$ cat src/rtl/fetch_pkg.sv
// Shared types and helpers for the instruction fetch controller.
package fetch_pkg;

  typedef enum logic [1:0] {
    RESET = 2'd0,
    FETCH = 2'd1,
    HALT  = 2'd2
  } fetch_state_t;

  localparam int PC_STEP = 4;

  function automatic logic is_aligned(input logic [1:0] addr);
    return (addr == 2'b00);
  endfunction

endpackage

$ cat src/rtl/fetch_fifo.sv
// Small synchronous FIFO pairing each fetched instruction word with its PC.
module fetch_fifo #(
  parameter int DEPTH = 2,
  parameter int WIDTH = 64
) (
  input  logic                       clk,
  input  logic                       rst,
  input  logic                       push,
  input  logic                       pop,
  input  logic                       flush,
  input  logic [WIDTH-1:0]           din,
  output logic [WIDTH-1:0]           dout,
  output logic                       full,
  output logic                       empty,
  output logic [$clog2(DEPTH):0]     count
);

  localparam int PTR_W = $clog2(DEPTH);
  localparam int CNT_W = PTR_W + 1;

  logic [WIDTH-1:0] mem [DEPTH];
  logic [PTR_W-1:0] rd_ptr;
  logic [PTR_W-1:0] wr_ptr;
  logic             do_push;
  logic             do_pop;

  assign full    = (count == CNT_W'(DEPTH));
  assign empty   = (count == '0);
  // A push into a full FIFO is only accepted when the head leaves in the same cycle.
  assign do_pop  = pop && !empty;
  assign do_push = push && (!full || do_pop);
  assign dout    = mem[rd_ptr];

  always_ff @(posedge clk) begin
    if (rst) begin
      rd_ptr <= '0;
      wr_ptr <= '0;
      count  <= '0;
      for (int i = 0; i < DEPTH; i++) mem[i] <= '0;
    end else if (flush) begin
      rd_ptr <= '0;
      wr_ptr <= '0;
      count  <= '0;
    end else begin
      if (do_push) begin
        mem[wr_ptr] <= din;
        wr_ptr      <= wr_ptr + 1'b1;
      end
      if (do_pop) rd_ptr <= rd_ptr + 1'b1;
      count <= count + CNT_W'(do_push) - CNT_W'(do_pop);
    end
  end

endmodule

$ cat src/rtl/imem_fetch_ctrl.sv
// Fetch sequencer: owns the PC, feeds Instruction_Memory and buffers words for decode.
//   state | meaning
//   RESET | first cycle after reset release, no fetch
//   FETCH | issuing one fetch per cycle while the FIFO has room
//   HALT  | no fetches; FIFO drains; left only via aligned redirect (or rst after an error)
module imem_fetch_ctrl
  import fetch_pkg::*;
#(
  parameter int               ADDR_W   = 32,
  parameter int               DATA_W   = 32,
  parameter logic [ADDR_W-1:0] RESET_PC = '0,
  parameter int               DEPTH    = 2
) (
  input  logic              clk,
  input  logic              rst,
  output logic [ADDR_W-1:0] imem_addr,
  input  logic [DATA_W-1:0] imem_data,
  input  logic              redirect,
  input  logic [ADDR_W-1:0] redirect_pc,
  input  logic              halt_req,
  output logic              out_valid,
  input  logic              out_ready,
  output logic [DATA_W-1:0] out_instr,
  output logic [ADDR_W-1:0] out_pc,
  output logic              halted,
  output logic              misalign_err
);

  fetch_state_t              state;
  logic [ADDR_W-1:0]         pc;
  logic [ADDR_W+DATA_W-1:0]  fifo_dout;
  logic                      fifo_full;
  logic                      fifo_empty;
  logic [$clog2(DEPTH):0]    fifo_count;
  logic                      pop;
  logic                      fire;
  logic                      aligned;

  assign imem_addr = pc;
  assign out_valid = (fifo_count != '0);
  assign out_pc    = fifo_dout[DATA_W +: ADDR_W];
  assign out_instr = fifo_dout[DATA_W-1:0];
  assign aligned   = is_aligned(redirect_pc[1:0]);

  // A handshake coinciding with a redirect is squashed by decode, so it never pops.
  assign pop  = !fifo_empty && out_ready && !redirect;
  assign fire = (state == FETCH) && !halt_req && !redirect && (!fifo_full || pop);

  fetch_fifo #(
    .DEPTH (DEPTH),
    .WIDTH (ADDR_W + DATA_W)
  ) u_fifo (
    .clk   (clk),
    .rst   (rst),
    .push  (fire),
    .pop   (pop),
    .flush (redirect),
    .din   ({pc, imem_data}),
    .dout  (fifo_dout),
    .full  (fifo_full),
    .empty (fifo_empty),
    .count (fifo_count)
  );

  always_ff @(posedge clk) begin
    if (rst) begin
      state        <= RESET;
      pc           <= RESET_PC;
      halted       <= 1'b0;
      misalign_err <= 1'b0;
    end else if (redirect) begin
      if (aligned) begin
        pc <= redirect_pc;
        // An error latch pins the controller in HALT until reset.
        if (state == HALT && (halt_req || misalign_err)) begin
          state  <= HALT;
          halted <= 1'b1;
        end else begin
          state  <= FETCH;
          halted <= 1'b0;
        end
      end else begin
        misalign_err <= 1'b1;
        state        <= HALT;
        halted       <= 1'b1;
      end
    end else begin
      unique case (state)
        RESET: begin
          state  <= FETCH;
          halted <= 1'b0;
        end
        FETCH: begin
          if (halt_req) begin
            state  <= HALT;
            halted <= 1'b1;
          end else if (fire) begin
            pc <= pc + ADDR_W'(PC_STEP);
          end
        end
        HALT: begin
          state  <= HALT;
          halted <= 1'b1;
        end
        default: begin
          state  <= HALT;
          halted <= 1'b1;
        end
      endcase
    end
  end

endmodule
$ cat config.mk
export PLATFORM = sky130hd
export DESIGN_NAME = imem_fetch_ctrl
export DESIGN_NICKNAME = d
export VERILOG_FILES = /design/src/rtl/fetch_pkg.sv /design/src/rtl/fetch_fifo.sv /design/src/rtl/imem_fetch_ctrl.sv
export SDC_FILE = /design/constraint.sdc
export NUM_CORES = 1
export LEC_CHECK = 0
export CAP_MARGIN = 20
export CELL_PAD_IN_SITES_DETAIL_PLACEMENT = 0
export CELL_PAD_IN_SITES_GLOBAL_PLACEMENT = 2
export CORE_ASPECT_RATIO = 1.1
export CORE_UTILIZATION = 34
export DETAILED_ROUTE_END_ITERATION = 10
export PLACE_DENSITY_LB_ADDON = 0.25
export SYNTH_ARGS = -nofsm -noshare
export SYNTH_HDL_FRONTEND = slang
export SYNTH_SLANG_ARGS = --single-unit
$ cat constraint.sdc
create_clock -name clk -period 9.5 [get_ports clk]
set_input_delay 2.85 -clock clk [delete_from_list [all_inputs] [get_ports clk]]
set_output_delay 2.85 -clock clk [all_outputs]
set_load 0.01 [all_outputs]
==> results of run 1 <==
kinds of logic after synthesis:
family	Yosys count	synth area share
AND/OR/NAND/NOR	236	0.186
flip-flops	168	0.600
AO/OA/AOI/OAI	89	0.0802
multiplexers	68	0.0984
buffers and inverters	50	0.0259
XOR/XNOR	4	0.00453
adder cells (fa/ha/maj)	3	0.00485
placed cells by master (no fill, tap or decap), types with 16 or more instances in the layout:
cell type,n
edfxtp_1,128
clkdlybuf4s50_1,167
mux2_2,64
nor3_1,19
o21ai_0,19
clkbuf_16,17
and2_1,116
dfxtp_1,39
nor2_1,21
nand2_1,16
cell type report:
class / instances / area (µm²)
Fill cell: 1974 / 11900
Sequential cell: 168 / 4650
Multi-Input combinational cell: 400 / 2920
Timing Repair Buffer: 174 / 1740
Clock buffer: 18 / 429
Tap cell: 295 / 369
Clock inverter: 14 / 171
Inverter: 11 / 41.3
registers in the layout, summed over array words and instances, names as in the netlist, named ones only:
name           count
u_fifo.wr_ptr      1
u_fifo.count       2
state              1
halted             1
misalign_err       1
u_fifo.mem       128
u_fifo.rd_ptr      1
imem_addr         32
metal layers:
metal  wire length [µm]  share of wire
met1               8950           0.45
met2               9380           0.48
met3               1060          0.054
met4                325          0.016
met5                  0              0
critical path: stages:
cell	delay, ns
clkdlybuf4s50_1	0.40
buf_4	0.29
nor4b_4	0.39
nand2_1	0.41
inv_2	0.45
nand2_2	0.24
nand2_4	0.73
per-stage QoR:
step           std cells  hold WS (ns)  setup slack, ns  power (W)  area, µm²
2_1_floorplan        618         0.519            0.832   0.000912       7730
3_3_place_gp        1046         0.501             3.15    0.00100       9690
3_5_place_dp        1048         0.503             3.22    0.00101       9720
4_1_cts             1080         0.524             3.67    0.00171      10300
5_1_grt             1080         0.559             3.46    0.00175      10300
6_report            1080         0.519             3.71    0.00170      10300
worst max path at each step:
| stage | from | to | cells past startpoint |
|---|---|---|---|
| after floorplan | redirect | u_fifo.mem[0][0] | 4 |
| after global placement | redirect | u_fifo.mem[1][37] | 8 |
| after detailed placement | redirect | u_fifo.mem[1][56] | 7 |
| after CTS | redirect | u_fifo.mem[1][58] | 7 |
| after global routing | redirect | u_fifo.mem[1][35] | 7 |
| final | redirect | u_fifo.mem[1][35] | 7 |
power by group:
part	internal (W)	switching [W]	leakage, nW	total [W]
Combinational	0.0000824	0.0000690	1.74	0.000151
Clock	0.000416	0.000291	0.277	0.000707
Sequential	0.000818	0.0000187	1.65	0.000836
Total	0.00132	0.000379	3.67	0.00169
==> results.md, run 1 <==
- GRT Overall Usage: 0.175
- Detailed Place HPWL: roughly 13000 µm
- LEAKAGE: approximately 3.7 nW
- Dominant synthesized flop cell: edfxtp_1
- Synthesized cell area: around 7700 µm²
- CTS tree: built
- R2R cell count: 5
- Netlist cell types: 60
- Gr busiest metal: met2
- Setup Fix Bufs, Post-CTS: 0
- PwrDens: 164 nW/µm²
- Seq cells post-synth: around 170
- Initial antenna violation count: 0
- 1st-iter DRT viols: approximately 370
- Die H: 160 µm
- Nature of the critical path startpoint: input port
- Period utilization: 0.610
- Pin count of the biggest net entering global routing: 65
- Worst-Skew Late Latency: approximately 0.42 ns
- Hold path endpoint: misalign_err
- Core Footprint: roughly 22000 µm²
- CTS Buffer Depth: 2
- Clock-pin slew on the worst setup and hold paths: approximately 0.07 ns
- Clock period minus worst slack: 5.79 ns
- Worst Hold Class: reg2reg
- Average wire per standard cell: roughly 18 µm
- Remaining DRCs: 0
- Row count: 57
- FF-to-FF End: u_fifo.mem[1][35]
- Die area: 23400 µm²
- Die width: between 100 and 150 µm
- Relative slew slack: 0.336
- Cts-stage hold buffer count: 0
- Post-synth ARST share: 0
- Syn_area_per_cell: 12.5 µm²
- M2 GR Usage: 0.283
- Share of the synthesized area in the top cell type: 0.497
- RSZ-0062 raised after global routing: no
- Critical path class: in2reg
- Post-layout nets: approximately 840
- Post-layout util: 0.465
- Required @ worst endpoint: between 9 and 10 ns
- RR Startpoint: halted
- HP Start: misalign_err
- Post-synth EDFFs: 128
- Remaining Overflow, GRT: 0
- Met1 Resource Use GR: 0.231
- Outcome: finished clean
- Max-cap violations: 0
- Area Growth Syn to Fin: 33.4%
- Clock sinks: between 150 and 200
- Antenna cells: 0
- Final clock skew: around 0.012 ns
- PostCTS Resize Cnt: 0
- First-pass GRT wire length: ~31000 µm
- Via Count: approximately 5500
- CTS H-Tree Depth: 4
- Crit end category: flop
- Post-synth top cells: edfxtp_1, and2_1, mux2_2
- VDD IR-drop max: approximately 0.00011 V
- TritonRoute pass-1 iters: 5
- TritonCTS buffer count: 17
- Cells after synthesis: slightly above 600
- CTS Root Cell: clkbuf_16
- Max frequency: around 170 MHz
- Final count of hold timing violations: 0
- Crit-path max FO: 64
- # IOs: 168
- Gp weighted congestion: between 0.8 and 0.9
- Grt met3 use: 0.0391
- TNS Setup: 0 ns
- Hold path depth: 2
- Share of cells above drive strength 1: 0.162
- Worst-Margin Slew: roughly 1 ns
- Mapped Nets: 690
- Port Buffers: 167
- Total Wirelength: 19700 µm
- Worst reg-to-reg setup slack: roughly 6.5 ns
- Yosys warnings: 0
- Top cells by area, synth: edfxtp_1, dfxtp_1, and2_1
- Post-synthesis sequential area ratio: 0.600
- Vias per Instance: just over 5
- Vias in the first global route: ~5600
- Starting Density: 0.349
- Final Setup Violations: 0
- Crit path DAT: a little under 6 ns
- Antenna Nets Post-Route: 0
- Slew Viols, Final: 0
- Dominant cell type by area after synthesis: edfxtp_1
- Most common cell in the synthesized netlist: edfxtp_1
(Power assumes the default switching activity.)
==> run 2, diff against run 1 <==
==> constraint.sdc (replaced) <==
create_clock -name clk -period 5.94 [get_ports clk]
set_input_delay 1.782 -clock clk [delete_from_list [all_inputs] [get_ports clk]]
set_output_delay 1.782 -clock clk [all_outputs]
set_load 0.01 [all_outputs]
==> run 2 against run 1 <==
Critical path depth is 1 higher. Critical path type unchanged. Clock-buffer cell count down 1. First-iteration DRC count decreased by 2.4%. Die area is the same. Highest routed layer unchanged.
==> results.md, run 2 (same netlist as run 1, synthesis figures left out) <==
- Max reg flops: 128 (unchanged)
- Crit-path most repeated cell: buf_4
- Max incr delay on CP: 0.78 ns (+0.05 ns)
- Area Growth Syn to Fin: 32.8%
- Die area: 23400 µm² (unchanged)
- Slew Viols, Final: 0 (unchanged)
- Final count of hold timing violations: 0 (unchanged)
- CTS tree: built
- M2 GR Usage: 0.283 (-0.000435)
- Cts-stage hold buffer count: 0 (unchanged)
- Slowest CP cell: a21o_1
- Initial antenna violation count: 0 (unchanged)
- Via Count: 5435 (-1.2%)
- Sw Ratio: 0.237 (+0.0135)
- Final Setup Violations: 0 (unchanged)
- Die width: 146 µm (unchanged)
- Outcome: finished clean
- Antenna Nets Post-Route: 0 (unchanged)
- Post-layout nets: 845 (+0.12%)
- Vias in the first global route: 5477 (-1.6%)
- Worst-Skew Late Latency: 0.41 ns (about the same)
- GRT Overall Usage: 0.171 (-0.00445)
- RSZ-0062 raised after global routing: no
- Period utilization: 0.736
- Critical path class: in2reg
- Clock period minus worst slack: roughly 4.4 ns
- CTS Root Cell: clkbuf_16
- Gr busiest metal: met2
- Required @ worst endpoint: 6.25 ns (-3.29 ns)
- PostCTS Resize Cnt: 0 (unchanged)
- Final clock skew: 0.0129 ns (+0.00118 ns)
- Gp weighted congestion: 0.842 (+4.6%)
- Nature of the critical path startpoint: input port
- Cell Chain, Critical Path: clkdlybuf4s50_1 > buf_4 > nor3b_1 > buf_4 > a21o_1 > and3_1 > a211oi_1 > a311oi_1
- Relative slew slack: 0.332 (-0.00368)
- Pin count of the biggest net entering global routing: 65 (unchanged)
- Crit-path leading delay family: buffers and inverters
- LEAKAGE: 3.66 nW (-0.31%)
- CTS Buffer Depth: 2 (unchanged)
- Crit path buf inv count: 3 (unchanged)
- VDD IR-drop max: 0.000195 V (+78%)
- Remaining DRCs: 0 (unchanged)
- Worst Hold Class: reg2reg
- Crit end category: flop
- Starting Density: 0.349 (unchanged)
- Clock power share: 0.392 (-0.025)
- CTS H-Tree Depth: 4 (unchanged)
- 1st-iter DRT viols: 365 (-2.4%)
- Row count: 57 (unchanged)
- Average wire per standard cell: 18.4 µm (+0.53%)
- NetSw: 0.000617 W (+63%)
- Max frequency: between 200 and 250 MHz
- TNS Setup: 0 ns (unchanged)
- Max-cap violations: 0 (unchanged)
- Vias per Instance: 5.03 (-1.3%)
- Clock-pin slew on the worst setup and hold paths: 0.06 ns (about the same)
- Most common cell after layout, fill and taps aside: clkdlybuf4s50_1
- Power share of the sequential group: 0.515 (+0.022)
- # IOs: 168 (unchanged)
- Met1 Resource Use GR: 0.230 (-0.00127)
- Crit-path max FO: 49 (-23%)
- Die H: 160 µm (unchanged)
- Most frequent cells in the layout: clkdlybuf4s50_1, edfxtp_1, and2_1
- Worst-Margin Slew: 1.00 ns (+0.00552 ns)
- Setup Fix Bufs, Post-CTS: 0 (unchanged)
- Total Wirelength: 19800 µm (+0.62%)
- Share of cells above drive strength 1: 0.163 (+0.00107)
- TritonCTS buffer count: 17 (unchanged)
- Grt met3 use: 0.0303 (-0.00886)
- Detailed Place HPWL: 12900 µm (-1.2%)
- First-pass GRT wire length: 30900 µm (-1.3%)
- Remaining Overflow, GRT: 0 (unchanged)
- Pint: 0.00198 W (+51%)
- PwrDens: 253 nW/µm² (+54%)
- Port Buffers: 167 (unchanged)
- Worst hold margin: 0.547 ns (+0.0279 ns)
- Crit path DAT: 4.68 ns (-1.15 ns)
- Antenna cells: 0 (unchanged)
- TritonRoute pass-1 iters: 5 (unchanged)
- Clock sinks: 168 (unchanged)
- Gate power share: 0.093 (+0.004)
- Biggest register: u_fifo.mem
- Core Footprint: 22200 µm² (unchanged)
==> run 2: cell count changes in the layout (fill, tap and decap cells not counted), sizes merged <==
cell      previous run  this run
clkbuf              18        17
inv                 15        16
clkinv               2         8
bufinv               3         0
buf                  7         8
clkinvlp             5         2
==> run 2: routing by layer <==
metal	vias up	wire, µm
met1	2646	9110
li1	2613	-
met3	10	823
met5	-	0
met4	0	165
met2	166	9740
==> run 2: metrics by stage <==
| stage | power, W | cell area [µm²] | instances | setup slack, ns | util |
|---|---|---|---|---|---|
| 4_1_cts | 0.00263 | 10200 | 1080 | 1.53 | 0.462 |
| 3_5_place_dp | 0.00161 | 9700 | 1048 | 1.10 | 0.438 |
| 3_3_place_gp | 0.00160 | 9700 | 1048 | 1.16 | 0.438 |
| 5_1_grt | 0.00270 | 10300 | 1081 | 1.35 | 0.463 |
| 2_1_floorplan | 0.00146 | 7730 | 618 | 0.0694 | - |
| 6_report | 0.00260 | 10300 | 1081 | 1.57 | 0.463 |
==> run 2: power groups by stage <==
stage / logic, W / registers [W] / clock network [W]
after floorplan: 0.0000984 / 0.00136 / 0
after global placement: 0.000243 / 0.00136 / 0
after detailed placement: 0.000245 / 0.00136 / 0
after CTS: 0.000246 / 0.00134 / 0.00105
after global routing: 0.000260 / 0.00134 / 0.00109
final: 0.000243 / 0.00134 / 0.00102
==> run 2: worst reg2reg max path, stage by stage (launching register included) <==
cell	delay, ns
dfxtp_1	0.35
nor4b_4	0.40
nand2_1	0.09
buf_4	0.21
inv_2	0.30
nand2_2	0.23
nand2_4	0.73
==> run 2: path summary, 6_finish.rpt <==
| path | endpoint | cells after the start | start | slack, ns |
|---|---|---|---|---|
| worst max-delay path | imem_addr[30] | 8 | redirect | 1.57 |
| worst min-delay path | imem_addr[31] | 1 | imem_addr[31] | 0.55 |
| worst max register to register | u_fifo.mem[1][11] | 6 | halted | 3.21 |
| worst min register to register | imem_addr[31] | 1 | imem_addr[31] | 0.55 |
==> run 2: final cells by class <==
type | instances | area (µm²)
Fill cell | 2048 | 11900
Sequential cell | 168 | 4650
Multi-Input combinational cell | 400 | 2920
Timing Repair Buffer | 175 | 1740
Clock buffer | 17 | 425
Tap cell | 295 | 369
Clock inverter | 15 | 120
Inverter | 11 | 41.3
==> run 3, diff against run 2 <==
--- a/config.mk
+++ b/config.mk
@@ -9,7 +9,7 @@
 export CELL_PAD_IN_SITES_DETAIL_PLACEMENT = 0
 export CELL_PAD_IN_SITES_GLOBAL_PLACEMENT = 2
 export CORE_ASPECT_RATIO = 1.1
-export CORE_UTILIZATION = 34
+export CORE_UTILIZATION = 30
 export DETAILED_ROUTE_END_ITERATION = 10
 export PLACE_DENSITY_LB_ADDON = 0.25
 export SYNTH_ARGS = -nofsm -noshare
==> constraint.sdc (replaced) <==
create_clock -name clk -period 3.85 [get_ports clk]
set_input_delay 1.155 -clock clk [delete_from_list [all_inputs] [get_ports clk]]
set_output_delay 1.155 -clock clk [all_outputs]
set_load 0.01 [all_outputs]
==> run 3 against run 2 <==
Non-clock buffer count up 8. Die area up 13%. Via count up 0.92%. Worst hold slack worse by 0.021 ns. Register-to-register slack worse by 1.8 ns. Clock power up 65%. Combinational power up 58%. Critical path depth down 5. Utilization down 5.1 points. Power up 59%. Global-route usage down 1.3 points.
==> results.md, run 3 (same netlist as run 1, synthesis figures left out) <==
- Antenna Nets Post-Route: 0 (unchanged)
- Final clock skew: 0.0115 ns (-0.00146 ns)
- Die H: 170 µm (+6.4%)
- Relative slew slack: 0.555 (+0.223)
- Max reg flops: 128 (unchanged)
- Setup slack after layout: 0.414 ns (-1.15 ns)
- Vias in the first global route: 5604 (+2.3%)
- Die width: 155 µm (+6.4%)
- Post-layout nets: 853 (+0.95%)
- Setup Fix Bufs, Post-CTS: 0 (unchanged)
- Port Buffers: 167 (unchanged)
- TritonRoute pass-1 iters: 4 (-1)
- Area Growth Syn to Fin: 35.1%
- Nature of the critical path startpoint: flop
- Vias per Instance: 4.81 (-4.3%)
- Antenna cells: 0 (unchanged)
- Share of cells above drive strength 1: 0.173 (+0.00969)
- Die area: 26400 µm² (+13%)
- NetSw: 0.000987 W (+60%)
- Gp weighted congestion: 0.811 (-3.6%)
- GRT Overall Usage: 0.157 (-0.0135)
- Via Count: 5485 (+0.92%)
- Post-route cell area: 10400 µm² (+1.7%)
- Initial antenna violation count: 0 (unchanged)
- Sw Ratio: 0.239 (+0.00218)
- Most frequent cells in the layout: clkdlybuf4s50_1, edfxtp_1, and2_1
- TNS Setup: 0 ns (unchanged)
- TritonCTS buffer count: 17 (unchanged)
- Placed inst area: 9880 µm² (+1.8%)
- Tot Pwr: 0.00412 W (+59%)
- HP Start: imem_addr[1]
- Most common cell after layout, fill and taps aside: clkdlybuf4s50_1
- Average wire per standard cell: 17.8 µm (-2.9%)
- Worst-Margin Slew: 0.662 ns (-0.340 ns)
- PwrDens: 395 nW/µm² (+56%)
- PostCTS Resize Cnt: 0 (unchanged)
- Max frequency: slightly below 300 MHz
- Max-cap violations: 0 (unchanged)
- # IOs: 168 (unchanged)
- Crit-path max FO: 34 (-31%)
- Total Wirelength: 20300 µm (+2.4%)
- Remaining Overflow, GRT: 0 (unchanged)
- Dpl ws: 0.295 ns (-0.801 ns)
- LEAKAGE: 3.72 nW (+1.7%)
- CTS Root Cell: clkbuf_16
- Required @ worst endpoint: 2.69 ns (-3.56 ns)
- CTS tree: built
- Remaining DRCs: 0 (unchanged)
- First-pass GRT wire length: 31300 µm (+1.3%)
- Core Footprint: 25300 µm² (+14%)
- Final Setup Violations: 0 (unchanged)
- Cts-stage hold buffer count: 0 (unchanged)
- Placed cells: 1108 (+5.7%)
- Clock-pin slew on the worst setup and hold paths: 0.07 ns (about the same)
- Power share of the sequential group: 0.500 (-0.015)
- Final Non-Filler Cells: 1140 (+5.5%)
- RR Startpoint: imem_addr[2]
- Pin count of the biggest net entering global routing: 65 (unchanged)
- Outcome: finished clean
- VDD IR-drop max: 0.000288 V (+48%)
- Worst Hold Class: reg2reg
- Worst-Skew Late Latency: 0.42 ns (about the same)
- 1st-iter DRT viols: 279 (-24%)
- CTS Buffer Depth: 2 (unchanged)
- RSZ-0062 raised after global routing: no
- CTS H-Tree Depth: 4 (unchanged)
- Detailed Place HPWL: 13600 µm (+5.2%)
- Biggest register: u_fifo.mem
- Crit end category: primary output
- Slew Viols, Final: 0 (unchanged)
- Clock period minus worst slack: 3.44 ns
- Starting Density: 0.305 (-0.0435)
- Gate power share: 0.093 (about the same)
- Crit path DAT: 2.28 ns (-2.40 ns)
- Clock sinks: 168 (unchanged)
- Pint: 0.00314 W (+58%)
- Critical path class: reg2out
- Clock power share: 0.407 (+0.015)
- Final count of hold timing violations: 0 (unchanged)
- Period utilization: 0.892
- Row count: 61 (+7.0%)
==> run 3: cell types whose count changed in the layout (fill, tap and decap cells not counted) <==
cell,previous run,this run
buf_4,7,13
clkinv_4,5,2
clkinv_1,2,0
inv_6,3,5
buf_12,1,2
buf_16,0,1
bufinv_16,0,1
clkbuf_1,0,1
clkinv_2,1,2
==> run 3: path summary, 6_finish.rpt <==
kind,cells past startpoint,slack (ns),to
max,3,0.41,out_pc[12]
min,1,0.53,imem_addr[1]
max reg2reg,6,1.37,imem_addr[30]
min reg2reg,1,0.53,imem_addr[1]
==> run 3: cell type report <==
class	count	area, µm²
Clock buffer	18	429
Timing Repair Buffer	183	1840
Fill cell	2449	14900
Clock inverter	14	139
Multi-Input combinational cell	400	2920
Inverter	11	41.3
Tap cell	346	433
Sequential cell	168	4650
==> run 3: per-layer routing <==
metal	track usage	vias to the layer above	wire length [µm]
met4	0.0628	0	400
li1	-	2628	-
met3	0.0300	22	1100
met5	0	-	0
met2	0.258	172	9690
met1	0.203	2663	9130
==> run 3: stage by stage <==
step	hold slack (ns)	utilization
finish	0.526	0.412
global route	0.570	0.412
CTS	0.543	0.412
detailed placement	0.529	0.390
global placement	0.492	0.389
floorplan	0.519	-
==> run 3: power by group through the flow <==
stage	clock network (W)	registers, W	logic [W]
after floorplan	0	0.00209	0.000153
after global placement	0	0.00210	0.000385
after detailed placement	0	0.00210	0.000388
after CTS	0.00172	0.00206	0.000390
after global routing	0.00179	0.00207	0.000413
final	0.00168	0.00206	0.000384
==> run 3: critical path, stage by stage (launching register included) <==
cell             delay [ns]
dfxtp_4                0.65
buf_12                 0.29
mux2_2                 0.36
clkdlybuf4s50_1        0.52
